--- src/rtl/alu_pkg.sv ---
// Shared opcode and state definitions for the sequential 6502-style ALU.
package alu_pkg;

  localparam logic [3:0] OP_OR   = 4'h0;
  localparam logic [3:0] OP_AND  = 4'h1;
  localparam logic [3:0] OP_EOR  = 4'h2;
  localparam logic [3:0] OP_ADC  = 4'h3;
  localparam logic [3:0] OP_ADD  = 4'h4;
  localparam logic [3:0] OP_PASB = 4'h5;
  localparam logic [3:0] OP_CMP  = 4'h6;
  localparam logic [3:0] OP_SBC  = 4'h7;
  localparam logic [3:0] OP_ASL  = 4'h8;
  localparam logic [3:0] OP_LSR  = 4'h9;
  localparam logic [3:0] OP_ROL  = 4'hA;
  localparam logic [3:0] OP_ROR  = 4'hB;
  localparam logic [3:0] OP_INC  = 4'hC;
  localparam logic [3:0] OP_DEC  = 4'hD;
  localparam logic [3:0] OP_BIT  = 4'hE;
  localparam logic [3:0] OP_RSVD = 4'hF;

  typedef enum logic [1:0] {
    ST_IDLE = 2'd0,
    ST_EXEC = 2'd1,
    ST_ADJ  = 2'd2,
    ST_DONE = 2'd3
  } alu_state_t;

  // Only the two arithmetic ops that honour the D flag get a decimal fix-up pass.
  function automatic logic isDecimalOp(input logic [3:0] op);
    return (op == OP_ADC) || (op == OP_SBC);
  endfunction

endpackage

--- src/rtl/alu_seq_if.sv ---
// Request/response bundle between the control unit (master) and the ALU (slave).
interface alu_seq_if #(
  parameter int WIDTH = 8
) ();

  logic             in_valid;
  logic             in_ready;
  logic [3:0]       op;
  logic [WIDTH-1:0] a;
  logic [WIDTH-1:0] b;
  logic             carry_in;
  logic             overflow_in;
  logic             dec_mode;
  logic             out_valid;
  logic             out_ready;
  logic [WIDTH-1:0] f;
  logic             negative;
  logic             overflow;
  logic             zero;
  logic             carry;

  modport master (
    output in_valid, op, a, b, carry_in, overflow_in, dec_mode, out_ready,
    input  in_ready, out_valid, f, negative, overflow, zero, carry
  );

  modport slave (
    input  in_valid, op, a, b, carry_in, overflow_in, dec_mode, out_ready,
    output in_ready, out_valid, f, negative, overflow, zero, carry
  );

endinterface

--- src/rtl/alu_bcd_adjust.sv ---
// Combinational nibble-serial BCD add/subtract; carry ripples from the LSB nibble upward.
module alu_bcd_adjust #(
  parameter int WIDTH = 8
) (
  input  logic [WIDTH-1:0] i_a,
  input  logic [WIDTH-1:0] i_b,
  input  logic             i_carryIn,
  input  logic             i_isSub,
  output logic [WIDTH-1:0] o_f,
  output logic             o_carry
);

  logic [4:0] w_digit;
  logic       w_chain;

  // For subtraction w_chain carries "not borrow", matching the 6502 C flag sense.
  always_comb begin
    o_f     = '0;
    w_digit = '0;
    w_chain = i_carryIn;
    for (int i = 0; i < WIDTH / 4; i++) begin
      if (i_isSub) begin
        w_digit = {1'b0, i_a[4*i +: 4]} - {1'b0, i_b[4*i +: 4]} - {4'b0000, ~w_chain};
        if (w_digit[4]) begin
          w_digit = w_digit - 5'd6;
          w_chain = 1'b0;
        end else begin
          w_chain = 1'b1;
        end
      end else begin
        w_digit = {1'b0, i_a[4*i +: 4]} + {1'b0, i_b[4*i +: 4]} + {4'b0000, w_chain};
        if (w_digit > 5'd9) begin
          w_digit = w_digit + 5'd6;
          w_chain = 1'b1;
        end else begin
          w_chain = 1'b0;
        end
      end
      o_f[4*i +: 4] = w_digit[3:0];
    end
    o_carry = w_chain;
  end

endmodule

--- src/rtl/alu_seq.sv ---
// Registered, handshaked 6502/2A03 ALU: latch operands, execute, optional BCD adjust, hold result.
module alu_seq
  import alu_pkg::*;
#(
  parameter int WIDTH      = 8,
  parameter bit DECIMAL_EN = 1'b0
) (
  input logic      clk,
  input logic      rst,
  alu_seq_if.slave bus
);

  alu_state_t       r_state;
  alu_state_t       w_nextState;
  logic [3:0]       r_op;
  logic [WIDTH-1:0] r_a;
  logic [WIDTH-1:0] r_b;
  logic             r_cin;
  logic             r_vin;
  logic             r_dec;
  logic [WIDTH-1:0] r_f;
  logic             r_n;
  logic             r_v;
  logic             r_z;
  logic             r_c;

  logic [WIDTH-1:0] w_addB;
  logic             w_addCin;
  logic [WIDTH:0]   w_sum;
  logic             w_addOvf;
  logic [WIDTH-1:0] w_binF;
  logic             w_binN;
  logic             w_binV;
  logic             w_binZ;
  logic             w_binC;
  logic [WIDTH-1:0] w_bcdF;
  logic             w_bcdC;
  logic             w_useAdj;

  assign w_useAdj = DECIMAL_EN && r_dec && isDecimalOp(r_op);

  always_ff @(posedge clk) begin
    if (rst) r_state <= ST_IDLE;
    else     r_state <= w_nextState;
  end

  always_comb begin
    w_nextState = r_state;
    case (r_state)
      ST_IDLE: if (bus.in_valid) w_nextState = ST_EXEC;
      ST_EXEC: w_nextState = w_useAdj ? ST_ADJ : ST_DONE;
      ST_ADJ:  w_nextState = ST_DONE;
      ST_DONE: if (bus.out_ready) w_nextState = ST_IDLE;
      default: w_nextState = ST_IDLE;
    endcase
  end

  // One shared adder serves ADC, ADD, CMP and SBC; subtraction is a + ~b + carry.
  always_comb begin
    w_addB   = r_b;
    w_addCin = r_cin;
    case (r_op)
      OP_ADD:  w_addCin = 1'b0;
      OP_CMP:  begin w_addB = ~r_b; w_addCin = 1'b1; end
      OP_SBC:  w_addB = ~r_b;
      default: ;
    endcase
  end

  assign w_sum    = {1'b0, r_a} + {1'b0, w_addB} + {{WIDTH{1'b0}}, w_addCin};
  assign w_addOvf = (r_a[WIDTH-1] ^ w_sum[WIDTH-1]) & (w_addB[WIDTH-1] ^ w_sum[WIDTH-1]);

  always_comb begin
    w_binF = r_a;
    w_binC = r_cin;
    w_binV = r_vin;
    case (r_op)
      OP_OR:   w_binF = r_a | r_b;
      OP_AND:  w_binF = r_a & r_b;
      OP_EOR:  w_binF = r_a ^ r_b;
      OP_ADC, OP_ADD, OP_SBC: begin
        w_binF = w_sum[WIDTH-1:0];
        w_binC = w_sum[WIDTH];
        w_binV = w_addOvf;
      end
      OP_PASB: w_binF = r_b;
      OP_CMP:  begin w_binF = w_sum[WIDTH-1:0]; w_binC = w_sum[WIDTH]; end
      OP_ASL:  begin w_binF = {r_a[WIDTH-2:0], 1'b0};  w_binC = r_a[WIDTH-1]; end
      OP_LSR:  begin w_binF = {1'b0, r_a[WIDTH-1:1]};  w_binC = r_a[0]; end
      OP_ROL:  begin w_binF = {r_a[WIDTH-2:0], r_cin}; w_binC = r_a[WIDTH-1]; end
      OP_ROR:  begin w_binF = {r_cin, r_a[WIDTH-1:1]}; w_binC = r_a[0]; end
      OP_INC:  w_binF = r_a + {{(WIDTH-1){1'b0}}, 1'b1};
      OP_DEC:  w_binF = r_a - {{(WIDTH-1){1'b0}}, 1'b1};
      default: ;
    endcase
    w_binN = w_binF[WIDTH-1];
    w_binZ = (w_binF == '0);
    // BIT reports memory bits 7/6 and the AND test; the reserved op leaves N/Z as they were.
    if (r_op == OP_BIT) begin
      w_binN = r_b[WIDTH-1];
      w_binV = r_b[WIDTH-2];
      w_binZ = ((r_a & r_b) == '0);
    end else if (r_op == OP_RSVD) begin
      w_binN = r_n;
      w_binZ = r_z;
    end
  end

  generate
    if (DECIMAL_EN) begin : g_bcd
      alu_bcd_adjust #(.WIDTH(WIDTH)) u_bcdAdjust (
        .i_a       (r_a),
        .i_b       (r_b),
        .i_carryIn (r_cin),
        .i_isSub   (r_op == OP_SBC),
        .o_f       (w_bcdF),
        .o_carry   (w_bcdC)
      );
    end else begin : g_noBcd
      assign w_bcdF = r_a;
      assign w_bcdC = r_cin;
    end
  endgenerate

  // N, V and Z come from the binary pass; the ADJ pass only replaces f and C.
  always_ff @(posedge clk) begin
    if (rst) begin
      r_op  <= '0;
      r_a   <= '0;
      r_b   <= '0;
      r_cin <= 1'b0;
      r_vin <= 1'b0;
      r_dec <= 1'b0;
      r_f   <= '0;
      r_n   <= 1'b0;
      r_v   <= 1'b0;
      r_z   <= 1'b0;
      r_c   <= 1'b0;
    end else begin
      case (r_state)
        ST_IDLE: if (bus.in_valid) begin
          r_op  <= bus.op;
          r_a   <= bus.a;
          r_b   <= bus.b;
          r_cin <= bus.carry_in;
          r_vin <= bus.overflow_in;
          r_dec <= bus.dec_mode;
        end
        ST_EXEC: begin
          r_f <= w_binF;
          r_n <= w_binN;
          r_v <= w_binV;
          r_z <= w_binZ;
          r_c <= w_binC;
        end
        ST_ADJ: begin
          r_f <= w_bcdF;
          r_c <= w_bcdC;
        end
        default: ;
      endcase
    end
  end

  assign bus.in_ready  = (r_state == ST_IDLE);
  assign bus.out_valid = (r_state == ST_DONE);
  assign bus.f         = r_f;
  assign bus.negative  = r_n;
  assign bus.overflow  = r_v;
  assign bus.zero      = r_z;
  assign bus.carry     = r_c;

endmodule

--- src/flat_wrapper.sv ---
// flat-port wrapper written by rule: the top's interface ports become plain ports
module alu_seq_flat import alu_pkg::*;
#(
  parameter int WIDTH      = 8,
  parameter bit DECIMAL_EN = 1'b0
)
  (clk, rst, bus_in_valid, bus_op, bus_a, bus_b, bus_carry_in, bus_overflow_in, bus_dec_mode, bus_out_ready, bus_in_ready, bus_out_valid, bus_f, bus_negative, bus_overflow, bus_zero, bus_carry);
  alu_seq_if #(.WIDTH(WIDTH)) bus_i ();
  input logic clk;
  input logic rst;
  input wire logic [$bits(bus_i.in_valid)-1:0] bus_in_valid;
  input wire logic [$bits(bus_i.op)-1:0] bus_op;
  input wire logic [$bits(bus_i.a)-1:0] bus_a;
  input wire logic [$bits(bus_i.b)-1:0] bus_b;
  input wire logic [$bits(bus_i.carry_in)-1:0] bus_carry_in;
  input wire logic [$bits(bus_i.overflow_in)-1:0] bus_overflow_in;
  input wire logic [$bits(bus_i.dec_mode)-1:0] bus_dec_mode;
  input wire logic [$bits(bus_i.out_ready)-1:0] bus_out_ready;
  output wire logic [$bits(bus_i.in_ready)-1:0] bus_in_ready;
  output wire logic [$bits(bus_i.out_valid)-1:0] bus_out_valid;
  output wire logic [$bits(bus_i.f)-1:0] bus_f;
  output wire logic [$bits(bus_i.negative)-1:0] bus_negative;
  output wire logic [$bits(bus_i.overflow)-1:0] bus_overflow;
  output wire logic [$bits(bus_i.zero)-1:0] bus_zero;
  output wire logic [$bits(bus_i.carry)-1:0] bus_carry;
  assign bus_i.in_valid = bus_in_valid;
  assign bus_i.op = bus_op;
  assign bus_i.a = bus_a;
  assign bus_i.b = bus_b;
  assign bus_i.carry_in = bus_carry_in;
  assign bus_i.overflow_in = bus_overflow_in;
  assign bus_i.dec_mode = bus_dec_mode;
  assign bus_i.out_ready = bus_out_ready;
  assign bus_in_ready = bus_i.in_ready;
  assign bus_out_valid = bus_i.out_valid;
  assign bus_f = bus_i.f;
  assign bus_negative = bus_i.negative;
  assign bus_overflow = bus_i.overflow;
  assign bus_zero = bus_i.zero;
  assign bus_carry = bus_i.carry;
  alu_seq #(.WIDTH(WIDTH), .DECIMAL_EN(DECIMAL_EN)) u_core (.clk(clk), .rst(rst), .bus(bus_i));
endmodule
--- config.mk ---
export PLATFORM = sky130hd
export DESIGN_NAME = alu_seq_flat
export DESIGN_NICKNAME = d
export VERILOG_FILES = /design/src/rtl/alu_pkg.sv /design/src/rtl/alu_seq_if.sv /design/src/rtl/alu_bcd_adjust.sv /design/src/rtl/alu_seq.sv /design/src/flat_wrapper.sv
export SDC_FILE = /design/constraint.sdc
export NUM_CORES = 1
export LEC_CHECK = 0
export ABC_AREA = 1
export CAP_MARGIN = 20
export CORE_UTILIZATION = 45
export CTS_CLUSTER_DIAMETER = 100
export DETAILED_ROUTE_END_ITERATION = 10
export PLACE_DENSITY = 0.71
export RECOVER_POWER = 50
export SYNTH_ARGS = -nofsm -noshare
export SYNTH_HDL_FRONTEND = slang
export SYNTH_SLANG_ARGS = --single-unit
--- constraint.sdc ---
create_clock -name clk -period 7.6 [get_ports clk]
set_input_delay 1.52 -clock clk [delete_from_list [all_inputs] [get_ports clk]]
set_output_delay 1.52 -clock clk [all_outputs]
set_load 0.01 [all_outputs]
==> results of run 1 <==
[kinds of logic after synthesis]
family	count (synthesis)	share of synthesized area, %
adders and majority gates	37	14.5
xor gates and xnor gates	8	2.32
and+or+nand+nor	254	33.8
buffers and inverters	89	11.0
AOI/OAI and AO/OA	104	16.7
DFF	36	21.6
[cells in the mapped netlist, drive strengths merged]
cell type | count | area share, %
clkbuf | 7 | 0.79
or2 | 2 | 0.37
nor2 | 37 | 5.3
inv | 73 | 8.2
dfxtp | 36 | 22
nand3b | 5 | 1.1
a31oi | 1 | 0.19
nor4 | 2 | 0.37
a221oi | 1 | 0.26
xor2 | 8 | 2.3
nand3 | 62 | 9.3
nand4 | 7 | 1.3
buf | 9 | 2.1
o21ai | 38 | 5.7
o22ai | 1 | 0.19
a21oi | 55 | 8.6
o211ai | 6 | 1.3
nand2 | 139 | 16
ha | 34 | 13
fa | 3 | 1.8
o21a | 2 | 0.45
[where the power goes]
group / switching (mW) / internal, mW / leakage (nW)
clock: 0.0718 / 0.0655 / 0.0424
sequential: 0.0523 / 0.226 / 0.296
combinational: 0.259 / 0.158 / 1.54
[critical path, stage by stage (launching register included)]
cell and delay (ns):
dfxtp_1 0.68, inv_2 0.23, nor2_2 0.50, nand2_1 0.14, inv_1 0.31, fa_1 0.51
o21ai_0 0.18, nand2_1 0.07, nor2_1 0.09, nand3_1 0.07, nand2_1 0.10, nand2_1 0.06
inv_1 0.05, nand2_1 0.05, nor2_1 0.09, nand3_1 0.09, a21oi_1 0.13
[area by class of cell]
type / count / area [sq um] / area share, %
Clock buffer: 7 / 76.3 / 1.98
Clock inverter: 1 / 8.76 / 0.227
Inverter: 73 / 274 / 7.11
Multi-Input combinational cell: 403 / 2250 / 58.4
Sequential cell: 36 / 721 / 18.7
Tap cell: 99 / 124 / 3.21
Timing Repair Buffer: 40 / 398 / 10.3
[worst max-delay path by stage]
| stage | start | slack, ns | cells past startpoint | endpoint |
|---|---|---|---|---|
| final | u_core.r_op[0] | 4.18 | 16 | u_core.bus.zero |
| after global routing | u_core.r_op[0] | 3.88 | 16 | u_core.bus.zero |
| after CTS | u_core.r_op[0] | 4.28 | 16 | u_core.bus.zero |
| after detailed placement | u_core.r_op[0] | 4.32 | 16 | u_core.bus.zero |
| after global placement | u_core.r_op[0] | 4.35 | 16 | u_core.bus.zero |
| after floorplan | u_core.r_op[2] | 5.02 | 18 | u_core.bus.zero |
[state kept, by name, summed over array words and instances, names as in the netlist]
name and count:
u_core.bus.f 8, u_core.r_a 8, u_core.r_b 8, u_core.r_op 4, u_core.r_state 2, u_core.bus.carry 1, u_core.bus.negative 1, u_core.bus.overflow 1
u_core.bus.zero 1, u_core.r_cin 1, u_core.r_vin 1
[stage by stage]
stage | hold slack, ns | worst slack, ns | util (%) | cell area [sq um] | instances
after floorplan | 0.425 | 5.02 | - | 3340 | 528
after global placement | 0.441 | 4.35 | 52.2 | 3770 | 651
final | 0.454 | 4.18 | 53.4 | 3850 | 659
after detailed placement | 0.450 | 4.32 | 52.2 | 3770 | 651
after CTS | 0.461 | 4.28 | 53.4 | 3850 | 659
after global routing | 0.482 | 3.88 | 53.4 | 3850 | 659
[metal layers]
metal	up-vias	wire, um	global-route usage (%)
met5	-	0	0
met4	0	261	9.53
met3	19	732	3.49
met2	131	4370	41.8
met1	1585	4210	34.6
li1	1796	-	-
[layout by cell type, fill, tap and decap left out, types with 6 or more instances in the layout]
cell,synthesis,layout
o21ai_0,35,35
nand4_1,7,7
inv_1,68,69
dlygate4sd3_1,0,13
ha_1,34,34
nand3_1,62,62
xor2_1,7,7
a21oi_1,54,54
dfxtp_1,36,36
clkdlybuf4s50_1,0,26
nor2_1,31,31
o211ai_1,6,6
nand2_1,137,137
==> run metrics, run 1 <==
final setup vio count 0; CTS Hold Bufs 0; Top Ports between 40 and 50; post-cts sizing count 0; vias in the first global route 3,117; TritonRoute pass-1 iters 5; Via density approximately 5.4; LEAKAGE 1.88 nW; via count 3,531; Fmax a little under 300 MHz; Antenna Cells 0; min-delay worst type reg2reg; actual slew at the worst max-slew pin between 0.7 and 0.8 ns; clock latency on the worst-skew pair 0.29 ns; Synth Instances 528; final setup TNS 0 ns; register area share after synthesis 21.6%; fin. max-slew vios 0; sinks on the clock net 36; fin crit period 3.42 ns; WS Path Type reg2reg; pwr/cell area 216 nW/um^2; Synth Register Bits 36; Reg clk slew, reported paths roughly 0.07 ns; Hold Path Depth 2; synthesized area per cell 6.33 sq um; status complete, no violations; critical path startpoint category register; initial antenna violation count 0; Tot Pwr between 0.8 and 0.9 mW; core area 7210 sq um; Reg2Reg Launch Point u_core.r_op[0]; largest net degree at the start of global routing 45; setup repair after global routing missed its margin no; Setup Skew 0.00582 ns; r2r worst-path depth 16; Cell Area, Synth 3340 sq um; Worst Setup End Kind register; Placer Congestion between 0.9 and 1; nets 623; Total GRT Usage between 20% and 30%; htree depth 2; DR WL/cell ~15 um; TritonCTS clock tree built; DR iter-0 viols 290; antenna viol nets, final 0; Std-Cell Rows 31; share of cells above drive strength 1 3.93%; Total Routed Length roughly 9.6 mm; CP required slightly below 8 ns; syn_nets between 500 and 600; CTS Buf Count 5; Die Ht 88.2 um; reg2reg setup slack approximately 4.2 ns; max-cap violation count 0; total die area around 7800 sq um; Worst EP arrival 3.65 ns; die width 88.2 um; # DRC 0; Starting Density 46.3%; FF-to-FF End u_core.bus.zero; endpoints failing hold 0; Tcrit/Tclk final between 40% and 50%; post-synthesis cell type count 33; fillers 760; max_slew headroom 49.8%; Synth Warn # 0; peak supply drop 146 uV; GRT overflow 0; Port Buffer Count 39; Final HPWL DP roughly 7.4 mm; maximum clock path buffer count 2; first-pass GRT wire length roughly 15 mm; crit-path max FO 13; Root Buffer Master clkbuf_8; Area Overhead vs Synth 15.3%; Hold EP u_core.r_vin; start point of the worst hold path u_core.r_vin; Setup Fix Bufs, Post-CTS 0
Note: power is estimated with default switching activity, not from simulation.
==> inputs of run 2 (changes only) <==
==> constraint.sdc (replaced) <==
create_clock -name clk -period 3.2 [get_ports clk]
set_input_delay 0.64 -clock clk [delete_from_list [all_inputs] [get_ports clk]]
set_output_delay 0.64 -clock clk [all_outputs]
set_load 0.01 [all_outputs]
==> run 2 against run 1 <==
Sequential power up 130%; non-clock buffer count up 10; total power up 140%; global-route usage up 0.76 points; design area up 1.9%; combinational power rose to 2.5 times the previous value; critical path depth up 1; clock power up 140%; via count up 1.2%; critical endpoint unchanged.
==> run metrics, run 2 (synthesis results as in run 1) <==
clock latency on the worst-skew pair 0.29 ns (about the same); Worst Setup End Kind register; Starting Density 46.3% (unchanged); Crit-path slowest cell fa_1; Die Ht 88.2 um (unchanged); vias in the first global route 3,249 (+4.2%); antenna viol nets, final 0 (unchanged); post-route insts no fill 669 (+1.5%); Std-Cell Rows 31 (unchanged); TritonRoute pass-1 iters 5 (unchanged); Worst EP arrival 3.14 ns (-0.51 ns); WS Path Type reg2reg; core area 7210 sq um (unchanged); nets 633 (+1.6%); Tcrit/Tclk final 91.2% (+46 points); Placer Congestion 0.953 (-2.0%); DR iter-0 viols 300 (+3.4%); crit-path max cell delay 0.44 ns (-0.24 ns); crit path cell chain inv_2, nor2_8, nand2_4, xor2_1, fa_1, inv_1, fa_1, or2_2, nand3_1, nand3_1, nand2_1, nand2_1, inv_1, nand2_1, nor2_1, nand3_1, a21oi_1; Via density 5.34 (-0.27%); pwr/cell area 512 nW/um^2 (+140%); max-cap violation count 0 (unchanged); die width 88.2 um (unchanged); # placed instances 661 (+1.5%); setup repair after global routing missed its margin no; WP buf/inv 3 (unchanged); commonest non-fill, non-tap cells in the layout 137 x nand2_1, 68 x inv_1, 62 x nand3_1, 54 x a21oi_1, 36 x dfxtp_1; CP required 3.42 ns (-4.40 ns); final setup vio count 0 (unchanged); sinks on the clock net 36 (unchanged); Antenna Cells 0 (unchanged); CTS Hold Bufs 0 (unchanged); Area Overhead vs Synth 17.6%; Total GRT Usage 26.5% (+0.76 points); post-cts sizing count 0 (unchanged); TritonCTS clock tree built; Final HPWL DP 7.58 mm (+2.1%); pre-CTS setup slack 0.347 ns (-3.97 ns); maximum clock path buffer count 2 (unchanged); LEAKAGE 1.93 nW (+2.7%); initial antenna violation count 0 (unchanged); min-delay worst type reg2reg; commonest non-fill, non-tap cell in the layout nand2_1; peak supply drop 405 uV (+180%); fin crit period 2.92 ns (-0.507 ns); endpoints failing hold 0 (unchanged); largest net degree at the start of global routing 26 (-42%); via count 3,575 (+1.2%); Port Buffer Count 39 (unchanged); first-pass GRT wire length 15.8 mm (+3.1%); total die area 7770 sq um (unchanged); max_slew headroom 57.7% (+7.9 points); Root Buffer Master clkbuf_8; cell family with most CP delay simple AND/OR/NAND/NOR gates; Fmax 343 MHz (+17%); DR WL/cell 14.5 um (-0.47%); final setup TNS 0 ns (unchanged); fillers 763 (+0.39%); actual slew at the worst max-slew pin 0.633 ns (-0.117 ns); # DRC 0 (unchanged); crit-path max FO 8 (-5); Reg clk slew, reported paths 0.07 ns (about the same); Tot Pwr 2.01 mW (+140%); fin. max-slew vios 0 (unchanged); final setup margin 0.282 ns (-3.89 ns); Top Ports 41 (unchanged); Total Routed Length 9.67 mm (+1.0%); critical path startpoint category register; Setup Skew 0.00397 ns (-0.00185 ns); GRT overflow 0 (unchanged); status complete, no violations; CTS Buf Count 5 (unchanged); share of cells above drive strength 1 5.79% (+1.9 points); htree depth 2 (unchanged); Setup Fix Bufs, Post-CTS 0 (unchanged)
==> run 2: cell count changes in the layout (fill, tap and decap cells not counted) <==
cell	previous run	this run
buf_4	1	11
inv_1	69	68
inv_2	4	5
==> run 2: routing by layer <==
layer	up-vias	wire length, um	global-route usage [%]
met1	1621	4390	35.7
li1	1807	-	-
met3	28	561	3.02
met2	119	4480	44.1
met4	0	246	8.50
met5	-	0	0
==> run 2: worst register-to-register path, stage by stage (launching register included) <==
cell     delay [ns]
dfxtp_1        0.34
inv_2          0.09
nor2_8         0.18
nand2_4        0.16
xor2_1         0.22
fa_1           0.26
inv_1          0.11
fa_1           0.44
or2_2          0.31
nand3_1        0.11
nand3_1        0.08
nand2_1        0.10
nand2_1        0.06
inv_1          0.05
nand2_1        0.04
nor2_1         0.08
nand3_1        0.07
a21oi_1        0.13
==> run 2: power breakdown <==
part	switching [mW]	internal, mW	leakage [nW]
combinational	0.651	0.399	1.59
clock	0.170	0.156	0.0424
sequential	0.0998	0.537	0.296
==> run 2: path summary, 6_finish.rpt <==
kind	endpoint	startpoint	cells after the start	slack [ns]
max	u_core.bus.zero	u_core.r_op[2]	17	0.28
min	u_core.bus.overflow	u_core.bus.overflow	2	0.46
max reg2reg	u_core.bus.zero	u_core.r_op[2]	17	0.28
min reg2reg	u_core.bus.overflow	u_core.bus.overflow	2	0.46
==> run 2: area by class of cell <==
class | instances | area [sq um] | area share [%]
clock buffer | 7 | 76.3 | 1.94
clock inverter | 1 | 8.76 | 0.223
inverter | 73 | 274 | 6.97
multi-input combinational | 403 | 2250 | 57.3
sequential | 36 | 721 | 18.3
tap | 99 | 124 | 3.15
timing repair buffer | 50 | 473 | 12.0
==> run 2: through the flow <==
stage	cell area (sq um)	hold slack (ns)	util, %
2_1_floorplan	3340	0.425	-
3_3_place_gp	3840	0.443	53.3
3_5_place_dp	3840	0.449	53.3
4_1_cts	3930	0.460	54.5
5_1_grt	3930	0.476	54.5
6_report	3930	0.460	54.5
